**src/rtl/shift_sequencer_if.sv**
```systemverilog
// Bus bundle between the shift sequencer, its requester and the external shift register.
// The slave side is the sequencer; the master side is the requester plus the shift register.
interface shift_sequencer_if #(
   parameter int width = 8
);
   logic             start;
   logic             abort;
   logic [width-1:0] tx_data;
   logic             busy;
   logic             done;
   logic [width-1:0] rx_data;
   logic             sr_pload;
   logic [width-1:0] sr_pdata;
   logic             sr_pclk;
   logic [width-1:0] sr_pdataOut;

   modport master (
      output start, abort, tx_data, sr_pdataOut,
      input  busy, done, rx_data, sr_pload, sr_pdata, sr_pclk
   );

   modport slave (
      input  start, abort, tx_data, sr_pdataOut,
      output busy, done, rx_data, sr_pload, sr_pdata, sr_pclk
   );
endinterface

```
**src/rtl/shift_sequencer.sv**
```systemverilog
// Sequences one parallel-load plus width sr_pclk periods on an external shift register,
// then captures its parallel contents into rx_data.
module shift_sequencer #(
   parameter int width  = 8,
   parameter int clkdiv = 2
) (
   input logic              clk,
   input logic              reset,
   shift_sequencer_if.slave bus
);
   localparam int         BW       = $clog2(width + 1);
   localparam logic [7:0] DIV_LAST = 8'(clkdiv - 1);

   typedef enum logic [2:0] {IDLE, LOAD, LOW, HIGH, DONE} state_e;

   state_e           state_q, state_d;
   logic [7:0]       div_q, div_d;
   logic [BW-1:0]    bit_q, bit_d;
   logic [width-1:0] pdata_q, pdata_d;
   logic [width-1:0] rx_q, rx_d;

   always_ff @(posedge clk or posedge reset) begin
      if (reset) begin
         state_q <= IDLE;
         div_q   <= '0;
         bit_q   <= '0;
         pdata_q <= '0;
         rx_q    <= '0;
      end else begin
         state_q <= state_d;
         div_q   <= div_d;
         bit_q   <= bit_d;
         pdata_q <= pdata_d;
         rx_q    <= rx_d;
      end
   end

   always_comb begin
      state_d = state_q;
      div_d   = div_q;
      bit_d   = bit_q;
      pdata_d = pdata_q;
      rx_d    = rx_q;
      case (state_q)
         IDLE: begin
            // abort beats a simultaneous start
            if (bus.start && !bus.abort) begin
               pdata_d = bus.tx_data;
               state_d = LOAD;
            end
         end
         LOAD: begin
            bit_d   = '0;
            div_d   = '0;
            state_d = LOW;
         end
         LOW: begin
            if (div_q == DIV_LAST) begin
               div_d   = '0;
               bit_d   = bit_q + BW'(1);
               state_d = HIGH;
            end else begin
               div_d = div_q + 8'd1;
            end
         end
         HIGH: begin
            if (div_q == DIV_LAST) begin
               div_d   = '0;
               state_d = (bit_q == BW'(width)) ? DONE : LOW;
            end else begin
               div_d = div_q + 8'd1;
            end
         end
         DONE: begin
            rx_d    = bus.sr_pdataOut;
            state_d = IDLE;
         end
         default: state_d = IDLE;
      endcase
      if (bus.abort && state_q != IDLE) begin
         state_d = IDLE;
         div_d   = '0;
         rx_d    = rx_q;
      end
   end

   assign bus.busy     = (state_q != IDLE);
   assign bus.done     = (state_q == DONE);
   assign bus.sr_pload = (state_q == LOAD);
   assign bus.sr_pclk  = (state_q == HIGH);
   assign bus.sr_pdata = pdata_q;
   assign bus.rx_data  = rx_q;
endmodule

```
**src/flat_wrapper.sv**
```systemverilog
// flat-port wrapper written by rule: the top's interface ports become plain ports
module shift_sequencer_flat 
#(
   parameter int width  = 8,
   parameter int clkdiv = 2
)
  (clk, reset, bus_start, bus_abort, bus_tx_data, bus_sr_pdataOut, bus_busy, bus_done, bus_rx_data, bus_sr_pload, bus_sr_pdata, bus_sr_pclk);
  shift_sequencer_if #(.width(width)) bus_i ();
  input logic clk;
  input logic reset;
  input wire logic [$bits(bus_i.start)-1:0] bus_start;
  input wire logic [$bits(bus_i.abort)-1:0] bus_abort;
  input wire logic [$bits(bus_i.tx_data)-1:0] bus_tx_data;
  input wire logic [$bits(bus_i.sr_pdataOut)-1:0] bus_sr_pdataOut;
  output wire logic [$bits(bus_i.busy)-1:0] bus_busy;
  output wire logic [$bits(bus_i.done)-1:0] bus_done;
  output wire logic [$bits(bus_i.rx_data)-1:0] bus_rx_data;
  output wire logic [$bits(bus_i.sr_pload)-1:0] bus_sr_pload;
  output wire logic [$bits(bus_i.sr_pdata)-1:0] bus_sr_pdata;
  output wire logic [$bits(bus_i.sr_pclk)-1:0] bus_sr_pclk;
  assign bus_i.start = bus_start;
  assign bus_i.abort = bus_abort;
  assign bus_i.tx_data = bus_tx_data;
  assign bus_i.sr_pdataOut = bus_sr_pdataOut;
  assign bus_busy = bus_i.busy;
  assign bus_done = bus_i.done;
  assign bus_rx_data = bus_i.rx_data;
  assign bus_sr_pload = bus_i.sr_pload;
  assign bus_sr_pdata = bus_i.sr_pdata;
  assign bus_sr_pclk = bus_i.sr_pclk;
  shift_sequencer #(.width(width), .clkdiv(clkdiv)) u_core (.clk(clk), .reset(reset), .bus(bus_i));
endmodule
```
**config.mk**
```make
export PLATFORM = sky130hd
export DESIGN_NAME = shift_sequencer_flat
export DESIGN_NICKNAME = d
export VERILOG_FILES = /design/src/rtl/shift_sequencer_if.sv /design/src/rtl/shift_sequencer.sv /design/src/flat_wrapper.sv
export SDC_FILE = /design/constraint.sdc
export NUM_CORES = 1
export LEC_CHECK = 0
export CELL_PAD_IN_SITES_DETAIL_PLACEMENT = 0
export CELL_PAD_IN_SITES_GLOBAL_PLACEMENT = 1
export CORE_ASPECT_RATIO = 0.75
export CORE_UTILIZATION = 33
export DETAILED_ROUTE_END_ITERATION = 6
export PLACE_DENSITY = 0.77
export SYNTH_ARGS = -nofsm -noshare
export SYNTH_HDL_FRONTEND = slang
export SYNTH_SLANG_ARGS = --single-unit
```
**constraint.sdc**
```tcl
create_clock -name clk -period 1.65 [get_ports clk]
set_input_delay 0.33 -clock clk [delete_from_list [all_inputs] [get_ports clk]]
set_output_delay 0.33 -clock clk [all_outputs]
set_load 0.02 [all_outputs]
```
; ---- Yosys cells after proc, flatten, opt, wreduce, memory -nomap -nowiden
; Index checks and enable logic that the tools add are counted.
[word_totals]
reg_bits = 31
latchBits = 0
ramBits = 0
romBits = 0
inputBits = 20
out_inout_bits = 20
word_cells = 41
memories = 0
[classes]
addsub = 2
n_mul = 0
div_mod_pow = 0
magnitude_cmp = 0
n_eq_ne = 10
n_shift = 0
muxes = 11
bitwise = 1
n_reduce_logical = 12
[op_table]
columns = operator, count
row1 = two-way mux 8 bit, 2
row2 = one-hot mux 8 bit (2 select lines), 1
row3 = two-way mux 3 bit, 5
row4 = one-hot mux 3 bit (4 select lines), 1
row5 = "inequality test 3 x 1 -> 1 bit, second input constant", 3
row6 = "adder 8 x 1 -> 8 bit, second input constant", 1
row7 = "equality test 8 x 1 -> 1 bit, second input constant", 1
row8 = one-hot mux 4 bit (2 select lines), 1
row9 = "equality test 3 x 2 -> 1 bit, second input constant", 2
row10 = AND reduction 2 bit, 3
row11 = nonzero test 3 bit, 2
row12 = "adder 4 x 1 -> 4 bit, second input constant", 1
row13 = "equality test 4 bit, second input constant", 1
row14 = two-way mux 4 bit, 1
row15 = "equality test 3 x 1 -> 1 bit, second input constant", 1
row16 = "equality test 3 bit, second input constant", 1
row17 = zero test 3 bit, 1
row18 = AND reduction 3 bit, 1
row19 = logical AND 1 bit, 2
row20 = "inequality test 2 x 1 -> 1 bit, second input constant", 1
row21 = nonzero test 2 bit, 1
row22 = OR reduction 2 bit, 1
row23 = zero test 1 bit, 1
row24 = inverter 1 bit, 1

; ---- Longest topological paths before layout
[logic_depth]
depth_word = 5
depth_mapped = 7
depth_no_buf = 6

; ---- Worst setup path after synthesis
; Ideal clock, no wire load.
[synth_timing]
kind = register -> register
start = register u_core.div_q[0]
end = register u_core.div_q[6]
setup_ps = 86
arrival_ps = 1712
t_required_ps = 1564
slack_ps = -148
stages_incl_launch_ff = 6
n_path_buf = 0
period_less_slack_ps = 1798
path_cell_list = dfrtp_1 -> ha_1 -> nor4b_2 -> a211o_1 -> or4_4 -> o221ai_2
[synth_between]
elab_chain_len = 4
word_cells_on_any_way = 5
classes_between = add/sub: 1 / eq/ne: 1 / mux: 3
[synth_lines]
columns = item, line
row1 = from (decl), shift_sequencer.sv:17  ; logic [7:0] div_q, div_d;
row2 = from (signal assigned), shift_sequencer.sv:31  ; div_q <= div_d;
row3 = adder 8 x 1 -> 8 bit / equality test 8 x 1 -> 1 bit (equally long branches), --
row4 = two-way mux 8 bit (*), "shift_sequencer.sv:58, shift_sequencer.sv:67"
row5 = one-hot mux 8 bit (2 select lines) (*), shift_sequencer.sv:44  ; case (state_q)
row6 = two-way mux 8 bit (*), shift_sequencer.sv:80  ; if (bus.abort && state_q != IDLE) begin
; Mark *: on every way between the ends. The rest lies on a longest branch, timed or not.
; A chain may end at the register's enable or synchronous reset.

; ---- Worst setup path after layout
[layout_timing]
start = register u_core.state_q[2]
end = register u_core.div_q[6]
[layout_between]
elab_chain_len = 4
word_cells_on_any_way = 9
classes_between = eq/ne: 3 / mux: 2 / reduce/logical: 4
[layout_lines]
columns = item, line
row1 = from (decl), shift_sequencer.sv:16  ; state_e state_q, state_d;
row2 = from (signal assigned), shift_sequencer.sv:30  ; state_q <= state_d;
row3 = equality test 3 x 2 -> 1 bit, shift_sequencer.sv:44
row4 = OR reduction 2 bit (no source line), --
row5 = one-hot mux 8 bit (2 select lines), shift_sequencer.sv:44
row6 = two-way mux 8 bit, shift_sequencer.sv:80
; Several ways; a longest one is shown, not always the timed one.

==> results.txt <==
* Status: complete, but fails checks
- Failing checks: negative setup slack
* RSZ-0062 raised after global routing: true
- TritonCTS buffer count: 5
- Vias per inst: ~4.8
- Number of fill cells in the layout: 364
- Setup crit end kind: flop
- The path class of the tightest hold or removal check is in -> async.
* Max frequency: 585 MHz
- In the synthesized netlist the async set-or-reset flop fraction comes to between 90% and 100%.
* Drt wl/cell: 13.4 um
* Worst path required time: 1.85 ns
- Library cell contributing the largest single delay on the critical path: or4_4
* Warning count from the yosys run: 0
* Flip-flop and latch count after synthesis: 31
- Max-cap violations in this run came to 0.
* Initial core utilization: 35.6%
- Clock buffer depth: 2
- The floorplan step set the die height to 60.1 um.
- In this run, the number of DRC markers left after iteration 0 of detailed routing was 84.
* CTS tree: yes
- The repair_antennas step left the layout with diodes totalling 0.
- Num rows: 20
- Critical path fanouts, max: 5
- Deepest level of the CTS H-tree: 2
* Final #Nets: 227
- Buffers added on ports: 39
* Clock Skews: about 0.0043 ns
* Tmin final: 1.71 ns
- Sink count of the clock tree: 31
- Portion of the post-synthesis area used by sequential elements: 52.1%
* Number of max-slew violations in the final report: 0
- 40 I/O pins were placed.
- The synthesized netlist occupies a cell area of 1490 um2.
* Crit path launch type: flop
- Clock tree synthesis selected as its root buffer the cell clkbuf_8.
- Depth of the worst register-to-register path: 5
* Die Area: between 4000 and 5000 um2
* Max rail drop VDD: 0.881 mV
* Overall Power: 0.00303 W
- Area of the core: 4180 um2
- Of the available clock period, the critical path in the final layout requires 104%.
- Post-route setup slack: -0.0580 ns
* Final hold violation count: 0
- Total of endpoints with negative setup slack in the final report: 2
- Pre-CTS setup slack: -0.322 ns
- Layout overhead on the synthesized area: 52.9%
- Leftover overflow at the end of global routing: 0
- The pre-antenna-repair detailed-routing pass consisted of 4 iterations.
- In this run the power density over the cells is roughly 1300 nW/um2.
* Layout cell share with drive strength beyond 1: between 30% and 40%
* Post-CTS clock slew at the launch and capture registers of the worst setup and hold paths: 0.06 ns
- Primary flip-flop cell chosen by synthesis mapping: dfrtp_1
- The first global-routing pass estimated 5700 um of wire.
- Routability Congestion: 0.792
- Register-to-register path setup slack: -0.06 ns
- EDFF count, synth: 0
* Critical path cell sequence: buf_6 > and2b_1 > or2_1 > or4_4 > o221ai_2
- Leakage Power: 1.07 nW
* DRC viols: 0
* Reg-to-Reg Start: u_core.state_q[2]$_DFFE_PP0P_
* Cell variety after synth: 35
* Antenna violations before repair: 0
- Endpoint of the worst-slack reg-to-reg timing path: u_core.div_q[6]$_DFFE_PP0P_
* All-layer global routing usage: 16.2%
- Worst setup path class: reg -> reg
* Normalized max-slew margin: about four fifths
- Clock latency at the later pin of the worst-skew pair: 0.28 ns
- Final hold analysis gives a worst-case slack of 0.364 ns.
- The wire-length estimate of the detail-placed layout is 2560 um.
- The routed layout has approximately 1,300 vias.
- Syn nets: between 150 and 200
- Instance count of the mapped netlist: 132
- Summed over all layers, the routed wires come to 3480 um.
- Antenna Violating Nets Remaining: 0
- Die X-Extent: 79.5 um
- At the worst endpoint, the arrival time is 1.91 ns.
* Slew at the pin closest to its max-slew limit: 0.280 ns
* Number of global-route vias before repair: 1,244
* Maximum number of pins on one net before global-route repair: 22
- On the worst path, the slowest cell contributes a delay of 0.53 ns.
* Mean area per synthesized cell: 11.3 um2
## through the flow
stage                     cell area [um2]  util (%)  TNS [ns]  instances
after CTS                            2230      53.5   -0.0882        255
final                                2270      54.4   -0.0736        259
after global placement               2120      50.8     -1.50        245
after detailed placement             2120      50.8     -1.76        245
after floorplan                      1500         -   -0.0412        132
after global routing                 2270      54.4    -0.278        259
## cells in the final DEF, fill, tap and decap left out, types with 2 or more instances in the layout
master           Yosys  layout
clkbuf_8             0       5
buf_12               0       2
nor3_1               3       3
buf_6                2       2
dfrtp_1             31      29
nand3_1              3       2
buf_4                0      24
nand4_1              3       3
nor2_1              10       8
inv_1                7       7
and2b_1              2       2
nor2_2               0       2
ha_1                 4       3
a21oi_1              3       3
a211o_1              2       2
o21ai_0              8       8
xor2_1               2       2
a21o_1               3       3
buf_2                1       3
dfrtp_2              0       2
nand2_1             10      10
or3_1                2       2
o22ai_1              2       2
clkdlybuf4s50_1      0      34
nor3b_2              0       2
mux2_2              16      16
## worst max path at each step
| stage | start | to | slack [ns] | cells after the start |
|---|---|---|---|---|
| after floorplan | u_core.state_q[2]$_DFFE_PP0P_ | u_core.div_q[6]$_DFFE_PP0P_ | -0.04 | 6 |
| after global placement | bus_abort | u_core.div_q[6]$_DFFE_PP0P_ | -0.29 | 5 |
| after detailed placement | bus_abort | u_core.div_q[6]$_DFFE_PP0P_ | -0.32 | 5 |
| after CTS | u_core.state_q[2]$_DFFE_PP0P_ | u_core.div_q[6]$_DFFE_PP0P_ | -0.06 | 5 |
| after global routing | u_core.state_q[2]$_DFFE_PP0P_ | u_core.div_q[6]$_DFFE_PP0P_ | -0.12 | 5 |
| final | u_core.state_q[2]$_DFFE_PP0P_ | u_core.div_q[6]$_DFFE_PP0P_ | -0.06 | 5 |
## logic make-up (layout without fill, tap and decap cells)
logic type / count (synthesis) / count (layout) / share of synthesized area [%]
flip-flops: 31 / 31 / 52.1
AO/OA/AOI/OAI: 21 / 21 / 9.34
buffers and inverters: 11 / 83 / 3.87
XOR/XNOR: 2 / 2 / 1.18
multiplexers: 17 / 17 / 12.8
adder cells (fa/ha/maj): 4 / 4 / 3.36
AND/OR/NAND/NOR: 46 / 46 / 17.3
## cells in the mapped netlist (3+ instances only)
master,n,area share [%]
inv_1,7,1.8
dfrtp_1,31,52
a21oi_1,3,1.0
nand4_1,3,1.3
ha_1,4,3.4
nor3_1,3,1.0
a21o_1,3,1.5
o21ai_0,8,2.7
nor2_1,10,2.5
mux2_2,16,12
nand2_1,10,2.5
nor3b_1,3,1.5
nand3_1,3,1.0
## final cells by class
cell class                      instances  area, um2  area share, %
Inverter                                7       26.3           1.16
Sequential cell                        31        778           34.2
Clock buffer                            6       72.6           3.19
Clock inverter                          2       12.5          0.550
Tap cell                               55       68.8           3.03
Multi-Input combinational cell         90        686           30.1
Timing Repair Buffer                   68        631           27.7
## metal layers
metal	GRT usage (%)	wire (um)
met1	19.4	1570
met5	0	0
met4	4.68	37
met2	25.4	1570
met3	8.70	299
## sequential cells by signal, indices dropped and copies added, names as in the netlist
| register | count |
|---|---|
| u_core.bit_q | 4 |
| u_core.bus.rx_data | 8 |
| u_core.bus.sr_pdata | 8 |
| u_core.div_q | 8 |
| u_core.state_q | 3 |
## power by group
| part | switching [W] | total (W) | internal (W) |
|---|---|---|---|
| logic | 0.000642 | 0.00138 | 0.000736 |
| registers | 0.000128 | 0.00107 | 0.000938 |
| clock network | 0.000292 | 0.000586 | 0.000294 |
| total | 0.00106 | 0.00303 | 0.00197 |
## what timing repair did
action | CTS | global route
cloned | 0 | 1
setup buffers | 2 | 3
hold endpoints to repair | 0 | 0
gates resized for setup | 16 | 7
hold buffers | 0 | 0
pin swaps | 1 | 2
setup endpoints to repair | 6 | 9
## critical path, delay by kind of cell (launching register included)
family,cells,cell delay [ns]
compound gates,1,0.14
buf+inv,1,0.13
flops,1,0.44
simple gates,3,0.90
Note: power is estimated with default switching activity, not from simulation.
